## config.mk

```make
export PLATFORM = sky130hd
export DESIGN_NAME = disp_scan_ctrl
export DESIGN_NICKNAME = d
export VERILOG_FILES = /design/src/rtl/disp_scan_ctrl_pkg.sv /design/src/rtl/disp_scan_ctrl_hex7seg_dec.sv /design/src/rtl/disp_scan_ctrl.sv
export SDC_FILE = /design/constraint.sdc
export NUM_CORES = 1
export LEC_CHECK = 0
export ABC_AREA = 1
export CORE_AREA = 2 2 99 101
export CTS_BUF_LIST = sky130_fd_sc_hd__clkbuf_16
export CTS_CLUSTER_DIAMETER = 200
export DETAILED_ROUTE_END_ITERATION = 8
export DIE_AREA = 0 0 101 103
export GPL_TIMING_DRIVEN = 0
export PLACE_DENSITY_LB_ADDON = 0.12
export SLEW_MARGIN = 10
export SYNTH_ARGS = -nofsm -noshare
export SYNTH_HDL_FRONTEND = slang
export SYNTH_SLANG_ARGS = --single-unit
```

## constraint.sdc

```tcl
create_clock -name clk -period 5.6 [get_ports clk]
set_input_delay 1.68 -clock clk [delete_from_list [all_inputs] [get_ports clk]]
set_output_delay 1.68 -clock clk [all_outputs]
set_load 0.005 [all_outputs]
```

## src/rtl/disp_scan_ctrl_pkg.sv

```systemverilog
// Shared constants for the display scan controller: glyphs, pin polarity, FSM encoding.
package disp_scan_ctrl_pkg;

  // Active-high glyphs, bit order {g,f,e,d,c,b,a}
  localparam logic [6:0] SEG_0   = 7'h3F;
  localparam logic [6:0] SEG_1   = 7'h06;
  localparam logic [6:0] SEG_2   = 7'h5B;
  localparam logic [6:0] SEG_3   = 7'h4F;
  localparam logic [6:0] SEG_4   = 7'h66;
  localparam logic [6:0] SEG_5   = 7'h6D;
  localparam logic [6:0] SEG_6   = 7'h7D;
  localparam logic [6:0] SEG_7   = 7'h07;
  localparam logic [6:0] SEG_8   = 7'h7F;
  localparam logic [6:0] SEG_9   = 7'h6F;
  localparam logic [6:0] SEG_A   = 7'h77;
  localparam logic [6:0] SEG_B   = 7'h7C;
  localparam logic [6:0] SEG_C   = 7'h39;
  localparam logic [6:0] SEG_D   = 7'h5E;
  localparam logic [6:0] SEG_E   = 7'h79;
  localparam logic [6:0] SEG_F   = 7'h71;
  localparam logic [6:0] SEG_OFF = 7'h00;

  // Board pins are active-low
  localparam logic [6:0] SEG_PIN_OFF = 7'h7F;
  localparam logic       DP_PIN_OFF  = 1'b1;
  localparam logic       AN_ON       = 1'b0;
  localparam logic       AN_OFF      = 1'b1;

  typedef enum logic [1:0] {
    StIdle  = 2'd0,
    StBlank = 2'd1,
    StShow  = 2'd2
  } scan_state_e;

endpackage

```

## src/rtl/disp_scan_ctrl_hex7seg_dec.sv

```systemverilog
// Hex nibble to active-high 7-segment glyph (lowercase b and d).
module hex7seg_dec
  import disp_scan_ctrl_pkg::*;
(
  input  logic [3:0] nibble_i,
  output logic [6:0] seg_o
);

  always_comb begin
    seg_o = SEG_OFF;
    unique case (nibble_i)
      4'h0: seg_o = SEG_0;
      4'h1: seg_o = SEG_1;
      4'h2: seg_o = SEG_2;
      4'h3: seg_o = SEG_3;
      4'h4: seg_o = SEG_4;
      4'h5: seg_o = SEG_5;
      4'h6: seg_o = SEG_6;
      4'h7: seg_o = SEG_7;
      4'h8: seg_o = SEG_8;
      4'h9: seg_o = SEG_9;
      4'hA: seg_o = SEG_A;
      4'hB: seg_o = SEG_B;
      4'hC: seg_o = SEG_C;
      4'hD: seg_o = SEG_D;
      4'hE: seg_o = SEG_E;
      4'hF: seg_o = SEG_F;
      default: seg_o = SEG_OFF;
    endcase
  end

endmodule

```

## src/rtl/disp_scan_ctrl.sv

```systemverilog
// Multiplexed common-anode 7-segment scan controller with double-buffered display value.
// Define DISP_SCAN_LZB_EN to enable leading-zero blanking.
module disp_scan_ctrl
  import disp_scan_ctrl_pkg::*;
#(
  parameter int unsigned N_DIG     = 4,
  parameter int unsigned CLK_DIV   = 50000,
  parameter int unsigned BLANK_CYC = 500
) (
  input  logic                       clk,
  input  logic                       rst,
  input  logic                       en,
  input  logic                       load,
  input  logic [4*N_DIG-1:0]         data_in,
  input  logic [N_DIG-1:0]           dp_in,
  output logic [6:0]                 seg_out,
  output logic                       dp_out,
  output logic [N_DIG-1:0]           an_out,
  output logic [$clog2(N_DIG)-1:0]   dig_idx,
  output logic                       frame_done
);

  localparam int unsigned CntW = $clog2(CLK_DIV);
  localparam int unsigned DigW = $clog2(N_DIG);
  localparam logic [CntW-1:0] CntLast   = CntW'(CLK_DIV - 1);
  localparam logic [CntW-1:0] BlankLast = CntW'(BLANK_CYC - 1);
  localparam logic [DigW-1:0] DigLast   = DigW'(N_DIG - 1);

  typedef logic [N_DIG-1:0][3:0] nib_arr_t;

  scan_state_e       state_q, state_d;
  logic [CntW-1:0]   cnt_q, cnt_d;
  logic [DigW-1:0]   dig_q, dig_d;
  nib_arr_t          disp_q, disp_d, pend_q, pend_d;
  logic [N_DIG-1:0]  disp_dp_q, disp_dp_d, pend_dp_q, pend_dp_d;
  logic              pend_vld_q, pend_vld_d;
  logic              commit;

  logic [6:0]        seg_q, seg_d;
  logic              dp_q, dp_d;
  logic [N_DIG-1:0]  an_q, an_d;
  logic              fd_q, fd_d;

  logic [3:0]        cur_nib;
  logic [6:0]        cur_glyph;
  logic [N_DIG-1:0]  lz_mask;

  always_comb begin
    state_d    = state_q;
    cnt_d      = cnt_q;
    dig_d      = dig_q;
    disp_d     = disp_q;
    disp_dp_d  = disp_dp_q;
    pend_d     = pend_q;
    pend_dp_d  = pend_dp_q;
    pend_vld_d = pend_vld_q;
    commit     = 1'b0;

    case (state_q)
      StIdle: begin
        cnt_d = '0;
        dig_d = '0;
        if (en) begin
          state_d = StBlank;
          commit  = 1'b1;
        end
      end
      StBlank: begin
        if (cnt_q == BlankLast) state_d = StShow;
        cnt_d = cnt_q + 1'b1;
      end
      StShow: begin
        if (cnt_q == CntLast) begin
          cnt_d   = '0;
          state_d = StBlank;
          if (dig_q == DigLast) begin
            dig_d  = '0;
            commit = 1'b1;
          end else begin
            dig_d = dig_q + 1'b1;
          end
        end else begin
          cnt_d = cnt_q + 1'b1;
        end
      end
      default: state_d = StIdle;
    endcase

    if (!en) begin
      state_d = StIdle;
      cnt_d   = '0;
      dig_d   = '0;
      commit  = 1'b0;
    end

    // Commit uses the pending value from before this cycle's load, so a load on the
    // boundary lands in pending and waits for the following frame.
    if (commit && pend_vld_q) begin
      disp_d     = pend_q;
      disp_dp_d  = pend_dp_q;
      pend_vld_d = 1'b0;
    end
    if (load) begin
      pend_d     = data_in;
      pend_dp_d  = dp_in;
      pend_vld_d = 1'b1;
    end
  end

`ifdef DISP_SCAN_LZB_EN
  always_comb begin : lzb
    logic upper_zero;
    lz_mask    = '0;
    upper_zero = 1'b1;
    for (int k = N_DIG - 1; k >= 1; k--) begin
      upper_zero = upper_zero && (disp_d[k] == 4'h0);
      lz_mask[k] = upper_zero && !disp_dp_d[k];
    end
  end
`else
  assign lz_mask = '0;
`endif

  assign cur_nib = disp_d[dig_d];

  hex7seg_dec u_dec (
    .nibble_i (cur_nib),
    .seg_o    (cur_glyph)
  );

  // Outputs are computed from next-state so the registered pins line up with state_q.
  always_comb begin
    an_d  = {N_DIG{AN_OFF}};
    seg_d = SEG_PIN_OFF;
    dp_d  = DP_PIN_OFF;
    fd_d  = 1'b0;
    if (state_d != StIdle) begin
      seg_d = lz_mask[dig_d] ? SEG_PIN_OFF : ~cur_glyph;
      dp_d  = ~disp_dp_d[dig_d];
    end
    if (state_d == StShow) begin
      an_d[dig_d] = AN_ON;
      fd_d        = (cnt_d == CntLast) && (dig_d == DigLast);
    end
  end

  always_ff @(posedge clk) begin
    if (rst) begin
      state_q    <= StIdle;
      cnt_q      <= '0;
      dig_q      <= '0;
      disp_q     <= '0;
      disp_dp_q  <= '0;
      pend_q     <= '0;
      pend_dp_q  <= '0;
      pend_vld_q <= 1'b0;
      seg_q      <= SEG_PIN_OFF;
      dp_q       <= DP_PIN_OFF;
      an_q       <= {N_DIG{AN_OFF}};
      fd_q       <= 1'b0;
    end else begin
      state_q    <= state_d;
      cnt_q      <= cnt_d;
      dig_q      <= dig_d;
      disp_q     <= disp_d;
      disp_dp_q  <= disp_dp_d;
      pend_q     <= pend_d;
      pend_dp_q  <= pend_dp_d;
      pend_vld_q <= pend_vld_d;
      seg_q      <= seg_d;
      dp_q       <= dp_d;
      an_q       <= an_d;
      fd_q       <= fd_d;
    end
  end

  assign seg_out    = seg_q;
  assign dp_out     = dp_q;
  assign an_out     = an_q;
  assign dig_idx    = dig_q;
  assign frame_done = fd_q;

endmodule

```

# Word-level counts from Yosys, hierarchy flattened

Memories as Yosys holds them, arrays and structs flattened.
Cells that the tools add are included.

Shift-type cells: 0
Muxes and demuxes: 27
Reductions and logical operators: 9
Equal/unequal tests: 8
Div/mod/pow operators: 0
Bitwise gates (word level): 5
Add/subtract/negate cells: 2
$lt $le $gt $ge: 2
Multipliers: 0

Operators by type and width:

| operator                                             | number |
|---|---|
| 2-to-1 mux 16 bit                                    | 3 |
| one-hot mux 16 bit (3 select lines)                  | 1 |
| equality test 16 bit, second input constant          | 2 |
| adder 16 x 1 -> 16 bit, second input constant        | 1 |
| equality test 16 x 9 -> 1 bit, second input constant | 1 |
| 2-to-1 mux 2 bit                                     | 6 |
| binary-select mux 4 bit (select 2 bit)               | 1 |
| equality test 2 bit, second input constant           | 4 |
| 2-to-1 mux 1 bit                                     | 8 |
| 2-to-1 mux 4 bit                                     | 2 |
| inverter 7 bit                                       | 1 |
| one-hot mux 2 bit (3 select lines)                   | 1 |
| binary-select mux 1 bit (select 2 bit)               | 2 |
| inverter 4 bit                                       | 1 |
| one-hot mux 2 bit (2 select lines)                   | 1 |
| nonzero test 2 bit                                   | 2 |
| OR reduction 2 bit                                   | 2 |
| logical AND 1 bit                                    | 3 |
| < comparator 2 x 3 -> 1 bit, second input constant   | 1 |
| inverter 1 bit                                       | 3 |
| OR reduction 3 bit                                   | 1 |
| adder 2 x 1 -> 2 bit, second input constant          | 1 |
| demux 1 bit (select 2 bit)                           | 1 |
| equality test 2 x 1 -> 1 bit, second input constant  | 1 |
| other kinds (3)                                      | 3 |

Latch bits: 0
Memory bits (read-only): 112
Memories: 1
RAM bits: 0
Output and inout port bits: 15
Bits in registers: 74

Memory list:

| name             | depth | bits a word | rd ports | clocked after Yosys merged registers in | write ports | RTL line                         | RTL |
|---|---|---|---|---|---|---|---|
| (name not given) | 16    | 7           | 1        | 0                                       | 0           | disp_scan_ctrl_hex7seg_dec.sv:11 | `unique case (nibble_i)` |

# Logic depth before layout (Yosys ltp)

Gate-level depths: netlist of run 1.
An unclocked memory read counts as a cell.

Word-level depth: 11
Gate-level depth with buffers: 20

# Modules after synthesis

Synthesis of run 1 repeated with hierarchy kept, for this count alone.

Cell total of the unflattened synthesis: 536
Area total of the unflattened synthesis: 3752.3 um^2

Modules (own cells, without submodules):

| module         | cells an instance | times used | area each (um^2) |
|---|---|---|---|
| disp_scan_ctrl | 483               | 1          | 3444.6 |
| hex7seg_dec    | 53                | 1          | 307.8 |

# Worst setup path after synthesis of run 1

OpenSTA, ideal clock, no wires.

Kind: input-to-reg
From: input en
To: register seg_q[3], in the netlist seg_out[3]
Cell stages on the path: 14
Library setup time: 139 ps
Setup slack: 2198 ps
Arrival time: 3262 ps
Path through: inv_2 nor2_1 nand3_4 buf_6 buf_6 o21ai_2 nor2_1 nor2_1 nand2_1 ha_1 nand3_1 nand3_1 nand2_1 nand2_1

Cells in the longest elaborated chain, start to end: 7
Elaborated cells between the ends (all ways): 14
Classes of those cells: 8 x mux; 2 x bitwise; 3 x reduce/logical; 1 x memory

RTL lines:

| what                                   | RTL line              | RTL |
|---|---|---|
| start: declaration                     | disp_scan_ctrl.sv:12  | `input logic en,` |
| 2-to-1 mux 1 bit                       | disp_scan_ctrl.sv:89  | `if (!en) begin` |
| logical AND 1 bit                      | disp_scan_ctrl.sv:98  | `if (commit && pend_vld_q) begin` |
| 2-to-1 mux 16 bit                      | disp_scan_ctrl.sv:98  |  |
| binary-select mux 4 bit (select 2 bit) | disp_scan_ctrl.sv:124 | `assign cur_nib = disp_d[dig_d];` |
| 2-to-1 mux 4 bit (not written as such) | disp_scan_ctrl.sv:124 |  |
| memory read (16 x 7 bit)               | --                    |  |
| inverter 7 bit                         | disp_scan_ctrl.sv:138 | `seg_d = lz_mask[dig_d] ? SEG_PIN_OFF : ~cur_glyph;` |
| end signal: assignment                 | disp_scan_ctrl.sv:170 | `seg_q <= seg_d;` |
| end: declaration                       | disp_scan_ctrl.sv:39  | `logic [6:0] seg_q, seg_d;` |

Parallel ways exist; a longest one is shown, timed or not. The select of a mux whose other input is x is not followed.
A chain may end at the register's enable or synchronous reset.

# Worst setup path after layout of run 1

Same ends and word-level chain as after synthesis.

==> results of run 1 <==
-- cell usage in the layout, fill, tap and decap left out, drive strengths merged --
cell type      instances
and3                   1
inv                   69
bufinv                 2
clkinvlp               1
clkinv                 3
a21oi                 19
or2                    2
dfxtp                 74
nor3                   7
xor2                   6
nand4                 22
o21ai                 34
a22oi                  1
nor2                  98
nand2                124
xnor2                  2
o41ai                  1
clkbuf                21
buf                    5
ha                     8
mux2i                  4
clkdlybuf4s50         36
o211ai                 2
nand3                 38
-- synthesized netlist by cell type (7+ instances only) --
library cell | count | share of area, %
clkbuf_1 | 12 | 1.2
nand3_1 | 35 | 4.8
dfxtp_1 | 74 | 40
o21ai_0 | 28 | 3.8
ha_1 | 8 | 2.7
inv_1 | 63 | 6.5
nor2_1 | 86 | 8.8
nand2_2 | 7 | 1.2
nor2_2 | 11 | 1.9
a21oi_1 | 19 | 2.6
nor3_1 | 7 | 0.96
nand4_1 | 22 | 3.8
nand2_1 | 115 | 12
-- worst min-delay path, delay by kind of cell, from the launching register on --
kind            cells  cell delay [ns]
buf+inv             1             0.06
flops               1             0.30
compound gates      1             0.06
-- path summary, 6_finish.rpt --
| path | start | depth (start not counted) | endpoint | slack (ns) |
|---|---|---|---|---|
| setup / recovery | en | 16 | seg_out[3] | 1.45 |
| hold / removal | pend_q[2] | 2 | pend_q[2] | 0.46 |
| setup reg to reg | cnt_q[0] | 18 | seg_out[3] | 2.76 |
| hold reg to reg | pend_q[2] | 2 | pend_q[2] | 0.46 |
-- state kept, by name, summed over array words and instances, names as in the netlist, 2 cells and up --
signal and cells:
an_out 4, pend_dp_q 4, state_q 2, seg_out 7, pend_q 16, disp_dp_q 4
dig_idx 2, disp_q 16, cnt_q 16
-- kinds of logic after synthesis --
| kind of cell | Yosys count | synth area share (%) |
|---|---|---|
| AND/OR/NAND/NOR | 292 | 35.8 |
| buffers and inverters | 85 | 9.70 |
| adder cells (fa/ha/maj) | 8 | 2.73 |
| AO/OA/AOI/OAI | 57 | 8.30 |
| flip-flops | 74 | 40.4 |
| multiplexers | 4 | 1.09 |
| XOR/XNOR | 8 | 1.91 |
-- power by group --
part           total (mW)  internal [mW]  switching [mW]
combinational       0.119         0.0496          0.0689
sequential          0.555          0.547         0.00791
clock               0.616          0.390           0.226
total                1.29          0.987           0.303
-- metal layers --
layer	up-vias	GRT usage [%]	part of all wire [%]
met1	1496	22.7	48
met4	0	4.89	0.59
met5	-	0	0
li1	1778	-	-
met2	81	30.1	47
met3	6	4.14	4.3
-- area by class of cell --
type,count,area (um^2)
Sequential cell,74,1480
Multi-Input combinational cell,369,1830
Timing Repair Buffer,36,360
Tap cell,114,143
Clock inverter,7,93.8
Fill cell,972,4970
Inverter,68,258
Buffer,17,97.6
Clock buffer,9,225
-- per-stage QoR --
| stage | worst slack (ns) | cell area, um^2 | cells | utilization (%) | power [mW] |
|---|---|---|---|---|---|
| finish | 1.45 | 4490 | 694 | 47.4 | 1.29 |
| global route | 1.26 | 4490 | 694 | 47.4 | 1.35 |
| CTS | 1.45 | 4490 | 694 | 47.4 | 1.31 |
| detailed placement | 1.13 | 4170 | 678 | 44.1 | 0.686 |
| global placement | 1.18 | 4170 | 678 | 44.1 | 0.684 |
| floorplan | 2.20 | 3660 | 528 | - | 0.642 |
==> flow_metrics.tcl, run 1 <==
set metrics [dict create \
    dr.pass1.iters 4 \
    io_pins 39 \
    cp_slowest_stage_delay_ns 0.59 \
    cts_max_level 3 \
    cts_root_buffer "clkbuf_16" \
    grt_max_degree 14 \
    grt_pass1_vias 3085 \
    cts.sinks 74 \
    syn_area_mm2 0.00366 \
    area_growth_pct 22.4 \
    start_util_pct 38.7 \
    antennaDiodeCount 0 \
    drtAntennaViolNets 0 \
    hold_viol_final 0 \
    cp.required_ns 5.78 \
    wire_per_inst_um 12.5 \
    synth_warnings 0 \
    fmax_mhz 241 \
    drc 0 \
    grt_overflow 0 \
    clk_latency_ns 0.33 \
    synth_seq_cells 74 \
    syn_nets 560 \
    seq_area_frac_synth_pct 40.4 \
    relSlewSlack_pct 29.2 \
    portBuffers 36 \
    rsz0062_at_grt "false" \
    cp_data_arrival_time_ns 4.32 \
    cp_num_buf_inv 4 \
    synth-edff-count 0 \
    crit_top_cell "nand2_1" \
    hp-class "reg2reg" \
    dieArea_mm2 0.0104 \
    grt_pass1_wl_um 14600 \
    nNetsFinal 607 \
    ctsResizeCount 0 \
    hold_buffers 0 \
    setup_viol 0 \
    syn_avg_cell_area_um2 6.94 \
    worst_pin_slew_ns 1.05 \
    clkTransAtPathRegs_ns 0.06 \
    dieHeight_um 103 \
    cp-end-kind "flip-flop" \
    rows 36 \
    drtIter0Drc 150 \
    avgViaCountPerCell 4.84 \
    cp_top_family "simple AND/OR/NAND/NOR gates" \
    clock_skew_ns 0.00542 \
    critPathLaunchType "primary input" \
    hold_slack_ns 0.462 \
    fin_crit_ns 4.15 \
    ys.flop_type "dfxtp_1" \
    grt.total_usage_pct 17.7 \
    die_w_um 101 \
    maxCapViolations 0 \
    cp_max_fo 10 \
    finalSetupTns_ns 0 \
    slowest_stage "clkdlybuf4s50_1" \
    cts_buffers 9 \
    cts_tree "done" \
    power.density_mw_per_mm2 288 \
    post-cts-setup-buffer-count 0 \
    drive_gt1_share_pct 8.97 \
    dp_hpwl_um 6570 \
    outcome "finished, final reports clean" \
    fin_crit_sh_pct 74.0 \
    antenna_found_initial 0 \
    cts_buffer_depth 2 \
    crit_chain "clkdlybuf4s50_1 -> inv_2 -> nor2_1 -> nand3_4 -> buf_6 -> nor2_2 -> nor2_1 -> nand2_1 -> nand2_1 -> nor2_2 -> inv_1 -> ha_1 -> nand2_2 -> nand3_1 -> nand2_1 -> nand2_1" \
    yosysUniqueCellTypes 32 \
    slew_violations 0 \
    place_congestion 0.871 \
    ir_worst_vdd_mv 0.147 \
    core_area_mm2 0.00946 \
    p_leak_nw 1.95 \
    routed-via-count 3361 \
    finalWirelength_um 8670 \
    async_flop_share_pct 0 \
    netlist_instances 528 \
    worstSetupPathType "in2reg" \
]
Note: power is estimated with default switching activity, not from simulation.
==> run 2: changes to the inputs <==
clock period = 4.1 ns   (was 5.6 ns; I/O delays follow)
==> results of run 2 <==
The final DEF is identical to that of run 1. Status: finished, final reports clean.
Among the figures that moved: setup slack after placement 1.13 ns -> 0.0767 ns; setup slack after layout 1.45 ns -> 0.405 ns; register-to-register setup slack 2.76 ns -> 1.26 ns; total power 1.29 mW -> 1.76 mW; worst IR drop on VDD 0.147 mV -> 0.201 mV
==> run 3: changes to the inputs <==
CTS_BUF_LIST = default   (was sky130_fd_sc_hd__clkbuf_16)
==> flow_metrics.tcl, run 3 (synthesized netlist as in run 1, its figures left out) <==
set metrics [dict create \
    outcome "finished, final reports clean" \
    portBuffers 36 \
    fin_crit_sh_pct 89.2 \
    place_inst 678 \
    final_common_cell "nand2_1" \
    start_util_pct 38.7 \
    hp-class "reg2reg" \
    rrSetupSlack_ns 1.27 \
    reg_top3 "cnt_q: 16 flops, disp_q: 16 flops, pend_q: 16 flops" \
    grt_max_degree 14 \
    hp-start "pend_q[11]" \
    multi_input_area_mm2 0.00183 \
    avgViaCountPerCell 4.83 \
    routed-via-count 3349 \
    wire_per_inst_um 12.3 \
    core_area_mm2 0.00946 \
    cp.required_ns 4.30 \
    clk_latency_ns 0.34 \
    cts_tree "done" \
    area_growth_pct 19.7 \
    ctsResizeCount 0 \
    cts.sinks 74 \
    grt.total_usage_pct 17.5 \
    dr.pass1.iters 7 \
    fin_crit_ns 3.66 \
    ir_worst_vdd_mv 0.164 \
    dieArea_mm2 0.0104 \
    antenna_found_initial 0 \
    worstSetupPathType "in2reg" \
    setup_viol 0 \
    drc 0 \
    dp_hpwl_um 6570 \
    rsz0062_at_grt "false" \
    rows 36 \
    post-route-cell-area_mm2 0.00439 \
    grt_overflow 0 \
    die_w_um 101 \
    cp-end-kind "flip-flop" \
    critPathLaunchType "primary input" \
    grt_pass1_wl_um 14400 \
    fin_util_pct 46.4 \
    cts_root_buffer "clkbuf_8" \
    cts_buffers 9 \
    hold_viol_final 0 \
    io_pins 39 \
    pre_cts_ws_ns 0.0767 \
    fmax_mhz 273 \
    drive_gt1_share_pct 8.97 \
    nNetsFinal 607 \
    cp_data_arrival_time_ns 3.85 \
    clock_skew_ns 0.00525 \
    cts_buffer_depth 2 \
    antennaDiodeCount 0 \
    worst_pin_slew_ns 1.05 \
    fin_ws_ns 0.443 \
    maxCapViolations 0 \
    post-cts-setup-buffer-count 0 \
    fillCellCount 986 \
    crit_start "en" \
    finalSetupTns_ns 0 \
    clkTransAtPathRegs_ns 0.08 \
    p_leak_nw 1.90 \
    finalWirelength_um 8560 \
    place_congestion 0.871 \
    relSlewSlack_pct 29.8 \
    hold_buffers 0 \
    register_area_mm2 0.00148 \
    cp_max_fo 10 \
    hold_slack_ns 0.465 \
    dieHeight_um 103 \
    mostFrequentLayoutCells "115 x nand2_1, 86 x nor2_1, 74 x dfxtp_1" \
    r2r_start "cnt_q[0]" \
    grt_pass1_vias 3062 \
    cts_max_level 3 \
    finalPower_mw 1.55 \
    power.density_mw_per_mm2 353 \
    stdcell_count 694 \
    drtAntennaViolNets 0 \
    slew_violations 0 \
    drtIter0Drc 124 \
    place_area_mm2 0.00417 \
]
run 3: final cells by class:
class / count / area share, %
plain buffers: 17 / 2.23
flip-flops and latches: 74 / 33.8
repair buffers: 36 / 8.22
clock inverters: 6 / 2.05
clock buffers: 10 / 2.91
inverters: 68 / 5.88
multi-input cells: 369 / 41.7
well taps: 114 / 3.25
run 3: power by group:
group          internal [mW]  switching (mW)
logic                 0.0678          0.0941
registers              0.747          0.0105
clock network          0.345           0.283
total                   1.16           0.387
run 3: per-layer routing:
layer	vias up	track usage, %	share of wire (%)
met3	4	3.86	5.1
met2	80	29.7	47
met1	1488	22.7	47
met5	-	0	0
li1	1777	-	-
met4	0	4.78	0.61
run 3: worst paths after layout:
| path | cells after the start | end |
|---|---|---|
| hold / removal | 2 | pend_q[11] |
| setup / recovery | 16 | seg_out[3] |
| setup reg to reg | 18 | seg_out[3] |
| hold reg to reg | 2 | pend_q[11] |
run 3: critical path, stage by stage:
cell	delay, ns
clkdlybuf4s50_1	0.60
inv_2	0.09
nor2_1	0.43
nand3_4	0.16
buf_6	0.18
nor2_2	0.10
nor2_1	0.06
nand2_1	0.08
nand2_1	0.07
nor2_2	0.24
inv_1	0.13
ha_1	0.22
nand3_1	0.08
nand3_1	0.08
nand2_1	0.06
nand2_1	0.04
